[src/rtl/slot_spin_controller.sv]
// rtl/slot_spin_controller.sv - slot machine game sequencer: credits, spin gating, scoring, payout
module slot_spin_controller #(
    parameter int unsigned SPIN_CYCLES  = 8,
    parameter int unsigned CREDIT_W     = 8,
    parameter int unsigned JACKPOT_MULT = 10,
    parameter int unsigned TRIPLE_MULT  = 5
) (
    input  logic                clk,
    input  logic                reset,
    input  logic                coin_in,
    input  logic                spin_req,
    input  logic [1:0]          bet,
    input  logic [2:0]          rng1,
    input  logic [2:0]          rng2,
    input  logic [2:0]          rng3,
    output logic                rng_step,
    output logic                busy,
    output logic [CREDIT_W-1:0] credits,
    output logic [2:0]          reel1,
    output logic [2:0]          reel2,
    output logic [2:0]          reel3,
    output logic [CREDIT_W-1:0] payout,
    output logic [1:0]          win_type,
    output logic                win_valid,
    output logic                reject
);

    typedef enum logic [2:0] {IDLE, SPIN, SETTLE, EVAL, RESULT} state_t;

    localparam int unsigned          PW         = CREDIT_W + 34;
    localparam logic [CREDIT_W-1:0]  CREDIT_MAX = '1;

    state_t                state;
    logic [7:0]            spin_cnt;
    logic [1:0]            bet_lat;
    logic [1:0]            bet_eff;
    logic                  accept;
    logic [CREDIT_W-1:0]   debit;
    logic [CREDIT_W-1:0]   payout_add;
    logic [CREDIT_W+1:0]   credit_sum;
    logic [CREDIT_W-1:0]   credits_next;
    logic                  all_equal;
    logic                  any_pair;

    function automatic logic [CREDIT_W-1:0] sat_mul(input logic [1:0] b, input int unsigned m);
        logic [PW-1:0] p;
        p = PW'(b) * PW'(m);
        if (p > PW'(CREDIT_MAX))
            return CREDIT_MAX;
        return p[CREDIT_W-1:0];
    endfunction

    always_comb begin
        bet_eff      = (bet == 2'd0) ? 2'd1 : bet;
        accept       = (state == IDLE) && spin_req && (credits >= CREDIT_W'(bet_eff));
        debit        = accept ? CREDIT_W'(bet_eff) : '0;
        payout_add   = (state == RESULT) ? payout : '0;
        // Debit is guarded by accept, so adding first and subtracting last never wraps.
        credit_sum   = (CREDIT_W+2)'(credits) + (CREDIT_W+2)'(coin_in)
                     + (CREDIT_W+2)'(payout_add) - (CREDIT_W+2)'(debit);
        credits_next = (credit_sum > (CREDIT_W+2)'(CREDIT_MAX)) ? CREDIT_MAX
                                                                : credit_sum[CREDIT_W-1:0];
        all_equal    = (rng1 == rng2) && (rng2 == rng3);
        any_pair     = (rng1 == rng2) || (rng2 == rng3) || (rng1 == rng3);
    end

    always_ff @(posedge clk) begin
        if (reset) begin
            state     <= IDLE;
            spin_cnt  <= '0;
            bet_lat   <= '0;
            credits   <= '0;
            reel1     <= '0;
            reel2     <= '0;
            reel3     <= '0;
            payout    <= '0;
            win_type  <= '0;
            rng_step  <= 1'b0;
            busy      <= 1'b0;
            win_valid <= 1'b0;
            reject    <= 1'b0;
        end else begin
            credits   <= credits_next;
            reject    <= 1'b0;
            win_valid <= 1'b0;
            case (state)
                IDLE: begin
                    if (accept) begin
                        bet_lat  <= bet_eff;
                        spin_cnt <= 8'(SPIN_CYCLES);
                        rng_step <= 1'b1;
                        busy     <= 1'b1;
                        state    <= SPIN;
                    end else if (spin_req) begin
                        reject <= 1'b1;
                    end
                end
                SPIN: begin
                    spin_cnt <= spin_cnt - 8'd1;
                    if (spin_cnt == 8'd1) begin
                        rng_step <= 1'b0;
                        state    <= SETTLE;
                    end
                end
                SETTLE: state <= EVAL;
                EVAL: begin
                    reel1 <= rng1;
                    reel2 <= rng2;
                    reel3 <= rng3;
                    if (all_equal && rng1 == 3'd7) begin
                        win_type <= 2'd3;
                        payout   <= sat_mul(bet_lat, JACKPOT_MULT);
                    end else if (all_equal) begin
                        win_type <= 2'd2;
                        payout   <= sat_mul(bet_lat, TRIPLE_MULT);
                    end else if (any_pair) begin
                        win_type <= 2'd1;
                        payout   <= CREDIT_W'(bet_lat);
                    end else begin
                        win_type <= 2'd0;
                        payout   <= '0;
                    end
                    win_valid <= 1'b1;
                    state     <= RESULT;
                end
                RESULT: begin
                    busy  <= 1'b0;
                    state <= IDLE;
                end
                default: state <= IDLE;
            endcase
        end
    end

endmodule
[config.mk]
export PLATFORM = sky130hd
export DESIGN_NAME = slot_spin_controller
export DESIGN_NICKNAME = d
export VERILOG_FILES = /design/src/rtl/slot_spin_controller.sv
export SDC_FILE = /design/constraint.sdc
export NUM_CORES = 1
export LEC_CHECK = 0
export ABC_CLOCK_PERIOD_IN_PS = 7100
export CAP_MARGIN = 30
export CORE_ASPECT_RATIO = 2
export CORE_MARGIN = 1.5
export CORE_UTILIZATION = 35
export DETAILED_ROUTE_END_ITERATION = 8
export HOLD_SLACK_MARGIN = 0.15
export MAX_ROUTING_LAYER = met4
export PLACE_DENSITY_LB_ADDON = 0.2
export SYNTH_ARGS = -nofsm -noshare
export SYNTH_HDL_FRONTEND = slang
export SYNTH_SLANG_ARGS = --single-unit
[constraint.sdc]
create_clock -name clk -period 7.1 [get_ports clk]
set_input_delay 2.13 -clock clk [delete_from_list [all_inputs] [get_ports clk]]
set_output_delay 2.13 -clock clk [all_outputs]
set_load 0.05 [all_outputs]
==> impl_results.md <==
* Status: complete, no violations
* CP Launch Type: input port
* EDFF count, synth at 0
* Remaining DRCs at 0
* Critical path arrival at 6.22 ns
* Row cnt at 42
* Num CTS Buffers at 5
* VDD IR-drop max at 0.2127 mV
* Critical path endpoint category: flop
* Final setup skew at 0.003841 ns
* Static leakage at 1.202 nW
* Htree depth at 2
* GP Congestion at 0.8098
* # port buffers at 42
* Hold_buf cts at 0
* Diode count at 0
* Share of the synthesized area in the top cell type at 0.3359
* ANT nets after route at 0
* Worst Path Class, Setup: in -> reg
* Ys flop type: dfxtp_1
* Power after layout at 1.376 mW
* Syn Area/Cell at 8.397 µm²
* Place WS at 0.7128 ns
* Synth unique cells at 59
* Fin Hold WS at 0.4523 ns
* Setup TNS at 0 ns
* Nets at 367
* Worst hold path type: reg -> reg
* Clock Tree Root: clkbuf_16
* CTS tree: done
* Final min period at 6.062 ns
* Flops & latches, synth at 41
* Total track usage at 0.1799
* Vias in the first global route at 2,151
* Wirelength, routed at 5.913 mm
* PwrDens at 443.8 nW/µm²
* Cell count after synthesis at 291
* Pre-antenna DRT Iters at 4
* Ys Warns at 0
* Async S/R FF share, synth at 0
* Max cap viols at 0
* Fmax at 165.0 MHz
* Largest net degree at the start of global routing at 43
* Die Area at 7523 µm²
* Post-CTS Resized at 0
* Worst-path fanout max at 7
* Final period util at 0.8537
* Clock-pin transition on the worst setup and hold timing paths at 0.06 ns
* Seq/Total Area, Yosys at 0.3359
* Routed via count at 2,200
* Yosys top cell by area: dfxtp_1
* Core outline area at 6674 µm²
* Die width at 62.09 µm
* WP data required at 7.26 ns
* Area growth syn-to-layout at 26.88%
* CTS max path bufs at 2
* Area of the mapped netlist at 2444 µm²
* Ratio of cells with drive above 1 in the final layout at 0.07207
* Final setup viols at 0
* HPWL Detailed at 4.551 mm
* Ports at 46
* Initial Util at 0.3661
* Post-CTS setup repair buffer count at 0
* Rel. slew slack at 0.4654
* Initial antenna violation count at 0
* Synth area leaders: dfxtp_1, ha_1, a21oi_1
* Drt initial violations at 78
* Global route total overflow at 0
* Slew at the pin with the worst max-slew slack at 0.8001 ns
* RSZ-0062 raised after global routing: no
* DIE HEIGHT at 121.2 µm
* Max Slew Vio Count at 0
* Detailed-route wire length per cell at 14.05 µm
* Latest clock arrival within the worst-skew pair at 0.29 ns
* First-pass GRT wire length at 9.977 mm
* Hold Fails Final Rpt at 0
* Clock sinks at 41
* Final worst slack at 1.038 ns
* Via-to-Cell Ratio at 5.226
==> where the power goes <==
part           switching (mW)  total (mW)  internal [mW]
Sequential             0.0533       0.335          0.281
Clock                  0.0931       0.269          0.176
Combinational           0.455       0.772          0.317
Total                   0.601        1.38          0.774
==> state kept, by name, summed over array words and instances (netlist names), 2 cells and up <==
name      cells
spin_cnt      8
bet_lat       2
reel1         3
win_type      2
reel2         3
payout        5
reel3         3
credits       8
state         3
==> final cells by class <==
class                      count  area [µm²]
sequential                    41       820.8
clock inverter                 1       30.03
inverter                      27       101.3
multi-input combinational    214        1468
fill                         685        3573
timing repair buffer          43       427.9
tap                           88       110.1
clock buffer                   7       142.6
==> synth_stat cells (all sizes together) (6+ instances only) <==
cell    n
xnor2  11
nor2   17
nand3  13
a21oi  29
dfxtp  41
ha     17
nor3    8
inv    27
buf     6
o21ai   7
nand2  36
nor4    6
==> layer usage <==
layer	GRT usage	routed length [µm]	share of wire	up-vias
li1	-	-	-	1100
met1	0.1923	2320	0.39	1033
met2	0.3060	3188	0.54	57
met3	0.03518	233	0.039	10
met4	0.07846	171	0.029	0
met5	-	0	0	-
==> kinds of logic after synthesis <==
family          synth area share
flops                     0.3359
buf+inv                  0.06656
xor+xnor                 0.05018
simple gates              0.2268
mux                     0.004608
fa+ha+maj                 0.1116
compound gates            0.2028
other cells             0.001535
==> through the flow <==
stage / instances / cell area, µm² / util
finish: 421 / 3100 / 0.4646
global route: 421 / 3100 / 0.4646
CTS: 421 / 3100 / 0.4646
detailed placement: 413 / 2928 / 0.4387
global placement: 413 / 2928 / 0.4387
floorplan: 293 / 2451 / -
==> final timing paths <==
path / startpoint / to / slack [ns] / cells past startpoint
worst min-delay path: reel1[1] / reel1[1] / 0.45 / 2
worst max register to register: credits[5] / credits[0] / 2.98 / 15
worst max-delay path: bet[1] / credits[0] / 1.04 / 18
worst min register to register: reel1[1] / reel1[1] / 0.45 / 2
==> worst max-delay path: stages <==
cell and delay, ns:
clkdlybuf4s50_1 0.56, nand2_1 0.08, ha_1 0.26, nand2b_1 0.15
a211oi_2 0.24, o21ai_1 0.17, nand2_1 0.22, a21oi_1 0.07
ha_1 0.27, inv_1 0.05, fa_1 0.43, inv_1 0.09
fa_1 0.20, nor2b_1 0.06, o31ai_1 0.40, nor2_1 0.18
a2111oi_4 0.55, a21oi_1 0.13
==> cell usage in the layout, fill, tap and decap left out, drive strengths merged, types with 3 or more instances in the layout <==
| master | instances |
|---|---|
| nor2b | 5 |
| nor4 | 6 |
| clkbuf | 7 |
| nand3 | 13 |
| or3 | 5 |
| clkdlybuf4s50 | 42 |
| fa | 3 |
| xnor2 | 11 |
| conb | 3 |
| o21ai | 7 |
| and3 | 4 |
| ha | 17 |
| nor3 | 8 |
| dfxtp | 41 |
| inv | 27 |
| o21a | 3 |
| or2 | 3 |
| a2bb2oi | 3 |
| nor2 | 17 |
| xor2 | 3 |
| a21oi | 29 |
| nand2 | 36 |
| or4 | 3 |
Power figures use the tool's default switching activity.
==> RTL edit 1 (same settings) <==
Change the parameter `CREDIT_W` from 8 to 7.
--- a/src/rtl/slot_spin_controller.sv
+++ b/src/rtl/slot_spin_controller.sv
@@ -1,7 +1,7 @@
 // rtl/slot_spin_controller.sv - slot machine game sequencer: credits, spin gating, scoring, payout
 module slot_spin_controller #(
     parameter int unsigned SPIN_CYCLES  = 8,
-    parameter int unsigned CREDIT_W     = 8,
+    parameter int unsigned CREDIT_W     = 7,
     parameter int unsigned JACKPOT_MULT = 10,
     parameter int unsigned TRIPLE_MULT  = 5
 ) (
Ports: changed (resized credits and payout); port bits go from 46 to 44. The function was not compared with the original's and may differ.
==> RTL edit 1 against the original RTL <==
Cell count is 4.8% lower. Setup slack better by 0.0029 ns. Area after synthesis is 7.4% lower. Maximum frequency hardly changed. Sequential cell count is 1 lower. Final area is 6.1% lower. Hold slack worse by 0.00079 ns. Sequential power is 5% lower. Total power is 8.6% lower. Routed wire length is 7.2% lower. Via count is 9.5% lower. Combinational power is 13% lower. First-iteration DRC count is 45% lower. Largest power group unchanged.
==> RTL edit 1: results (changes against the original RTL) <==
metric,value,unit,change
status,"complete, no violations",,
largest net degree at the start of global routing,42,,-2.3%
mux share of post-synthesis cell area,0.442,%,-0.018 points
Post-Synth Adder-Cell Area,11.5,%,+0.34 points
"EDFF count, synth",0,,unchanged
r2r setup slk,3.00,ns,+0.02 ns
starting DRC count in detailed routing,43,,-45%
Synth cell types,54,,-8.5%
GRT Total Usage,17.8,%,-0.22 points
xor and xnor area share after synthesis,5.42,%,+0.40 points
first-pass GRT wire length,8.94,mm,-10%
Hold Slack,0.452,ns,-0.000789 ns
final estimated routing congestion in global placement,0.864,,+6.7%
metal3 WL,155,um,-33%
largest cells by area after synthesis,"dfxtp_1 35%, ha_1 8.8%, nand2_1 6.1%",,
met2 wire len,3.10,mm,-2.7%
Vias/cell,4.97,,-5.0%
Worst IR Drop VDD,266,uV,+25%
met2 Track Usage GR,32.0,%,+1.4 points
vias in the first global route,1963,,-8.7%
Leak,1.13,nW,-5.6%
Fin Clk Skew,0.00477,ns,+0.000928 ns
Routed WL per cell,13.7,um,-2.5%
# Post-CTS Setup Buffers,0,,unchanged
fill count,670,,-2.2%
Place WS,0.771,ns,+0.0581 ns
GRT met1 Usage,16.7,%,-2.6 points
final net count,348,,-5.2%
clock slew at reported path FFs,0.06,ns,about the same
r2r endpoint,credits[6],,
ratio of cells with drive above 1 in the final layout,5.40,%,-1.8 points
biggest regs,"spin_cnt (8), credits (7), payout (5)",,
most frequent cells after synthesis,"40 x dfxtp_1, 37 x nand2_1, 22 x a21oi_1, 22 x inv_1, 21 x nor2_1",,
Max Fanout on Critical Path,7,,unchanged
grt met3 use,2.99,%,-0.53 points
R2R depth,13,,-2
CP max stage delay,0.52,ns,-0.04 ns
HPWL Detailed,4.22,mm,-7.2%
Slew @ Worst Pin,0.757,ns,-0.0433 ns
PortBufs,41,,-2.4%
Post-Route M1 WL,1.99,mm,-14%
crit path DAT,6.19,ns,-0.03 ns
RTL edit 1: cell count changes in the layout (fill, tap and decap cells not counted), moves of 4 or more:
| cell | unedited run | this run |
|---|---|---|
| nor2_1 | 17 | 21 |
| a21oi_1 | 29 | 22 |
| nand2b_1 | 1 | 6 |
| a31oi_1 | 0 | 8 |
| nor4_1 | 6 | 1 |
| inv_1 | 26 | 22 |
| nand3b_1 | 0 | 4 |
RTL edit 1: worst max-delay path by stage:
stage          slack, ns         end  cells after the start   start
6_report            1.04  credits[6]                     16  bet[1]
5_1_grt             0.69  credits[6]                     16  bet[1]
4_1_cts             1.07  credits[6]                     16  bet[1]
3_5_place_dp        0.77  credits[6]                     16  bet[1]
3_3_place_gp        0.88  credits[6]                     16  bet[1]
2_1_floorplan       1.63  credits[6]                     15  bet[0]
RTL edit 1: critical path: cells and delay by family:
family,cells,cell delay (ns)
compound gates,4,1.20
simple gates,6,0.92
fa+ha+maj,4,1.35
buf+inv,2,0.59
RTL edit 1: per-stage QoR:
step | std cells | total power, mW | area [um2]
finish | 401 | 1.26 | 2910
global placement | 393 | 0.994 | 2730
global route | 401 | 1.36 | 2910
CTS | 401 | 1.27 | 2910
floorplan | 276 | 0.817 | 2270
detailed placement | 393 | 0.997 | 2730
RTL edit 1: area by class of cell:
cell class                 count  share of cell area (%)
clock inverter                 2                    1.33
sequential                    40                    27.5
clock buffer                   6                    4.77
multi-input combinational    203                    45.5
tap                           86                    3.70
timing repair buffer          42                    14.4
inverter                      22                    2.84
RTL edit 1: report_power, final:
| part | switching [mW] | leakage, nW | internal [mW] |
|---|---|---|---|
| registers | 0.0455 | 0.327 | 0.272 |
| clock network | 0.0937 | 0.0871 | 0.176 |
| logic | 0.405 | 0.720 | 0.265 |
==> RTL edit 2 (same flow settings) <==
Made on the original files. Re-encode `state_t` (5 states) as Gray code, 3 bits wide.
--- a/src/rtl/slot_spin_controller.sv
+++ b/src/rtl/slot_spin_controller.sv
@@ -25,7 +25,7 @@
     output logic                reject
 );
 
-    typedef enum logic [2:0] {IDLE, SPIN, SETTLE, EVAL, RESULT} state_t;
+    typedef enum logic [2:0] {IDLE = 3'b000, SPIN = 3'b001, SETTLE = 3'b011, EVAL = 3'b010, RESULT = 3'b110} state_t;
 
     localparam int unsigned          PW         = CREDIT_W + 34;
     localparam logic [CREDIT_W-1:0]  CREDIT_MAX = '1;
Check against the original RTL: no difference found for any inputs over 10 cycles, from zero or initial values and one cycle with reset high; not proved beyond that.
==> RTL edit 2 against the original RTL <==
Non-clock buffer count unchanged. Count of clock-buffer cells in the layout unchanged. Routed wire length down 3.0%. Final area fell by 1.4%. Sequential cell count unchanged. Total power down 2.1%. Clock skew is 0.0035 ns higher. Area after synthesis is 2.0% lower. Setup slack improved by 0.042 ns. Die area shrank 1.9%.
==> RTL edit 2: results (changes against the original RTL) <==
metric,value,unit,change
starting DRC count in detailed routing,75,,-3.8%
metal3 WL,161,um,-31%
post-synthesis sequential area ratio,34.3,%,+0.68 points
GRT met1 Usage,18.5,%,-0.71 points
Clk. pwr,264,uW,-2%
most frequent cells after synthesis,"41 x dfxtp_1, 36 x nand2_1, 29 x a21oi_1, 24 x inv_1",,
largest net degree at the start of global routing,40,,-7.0%
met2 Track Usage GR,30.7,%,+0.12 points
cts repair resizes,0,,unchanged
Post-Route M1 WL,2.28,mm,-1.9%
Synth Area in Compound Gates,19.4,%,-0.89 points
largest cells by area after synthesis,"dfxtp_1 34%, ha_1 8.9%, a21oi_1 6.1%",,
Synth cell types,58,,-1.7%
Worst IR Drop VDD,153,uV,-28%
first-pass GRT wire length,9.41,mm,-5.7%
status,"complete, no violations",,
Post-Synth Adder-Cell Area,11.4,%,+0.23 points
Place WS,0.799,ns,+0.0865 ns
HPWL Detailed,4.39,mm,-3.5%
ratio of cells with drive above 1 in the final layout,5.18,%,-2.0 points
mux share of post-synthesis cell area,0.470,%,+0.0094 points
Routed WL per cell,13.8,um,-1.8%
xor and xnor area share after synthesis,5.12,%,+0.10 points
Vias/cell,5.10,,-2.4%
CP max stage delay,0.55,ns,
Fin Clk Skew,0.00730,ns,+0.00345 ns
met2 wire len,3.19,mm,+0.19%
final estimated routing congestion in global placement,0.833,,+2.9%
Switch Pwr,588,uW,-2.2%
Leak,1.19,nW,-0.63%
fill count,710,,+3.6%
GRT Total Usage,17.4,%,-0.58 points
Rel. slew slack,56.1,%,+9.5 points
grt met3 use,2.26,%,-1.3 points
final net count,362,,-1.4%
Top Family by Delay on Critical Path,compound AO/OA/AOI/OAI gates,,
crit path DAT,6.17,ns,-0.05 ns
vias in the first global route,2059,,-4.3%
synth warn,0,,unchanged
## RTL edit 2: worst paths after layout
check / start / to / slack, ns / depth (start not counted)
max: bet[1] / credits[0] / 1.08 / 18
max reg2reg: credits[5] / credits[0] / 3.02 / 15
min: reel3[1] / reel3[1] / 0.45 / 2
min reg2reg: reel3[1] / reel3[1] / 0.45 / 2
## RTL edit 2: stage by stage
step | hold WS, ns | total power, mW | area, um2 | cells
6_report | 0.453 | 1.35 | 3060 | 416
5_1_grt | 0.476 | 1.45 | 3060 | 416
4_1_cts | 0.457 | 1.36 | 3060 | 416
3_5_place_dp | 0.449 | 1.09 | 2890 | 408
3_3_place_gp | 0.445 | 1.08 | 2890 | 408
2_1_floorplan | 0.480 | 0.904 | 2400 | 288
## RTL edit 2: area by class of cell
class / count / area share [%]
clock inverter: 1 / 0.982
tap: 88 / 3.60
multi-input combinational: 211 / 46.8
clock buffer: 7 / 4.66
timing repair buffer: 43 / 14.0
inverter: 25 / 3.07
sequential: 41 / 26.8
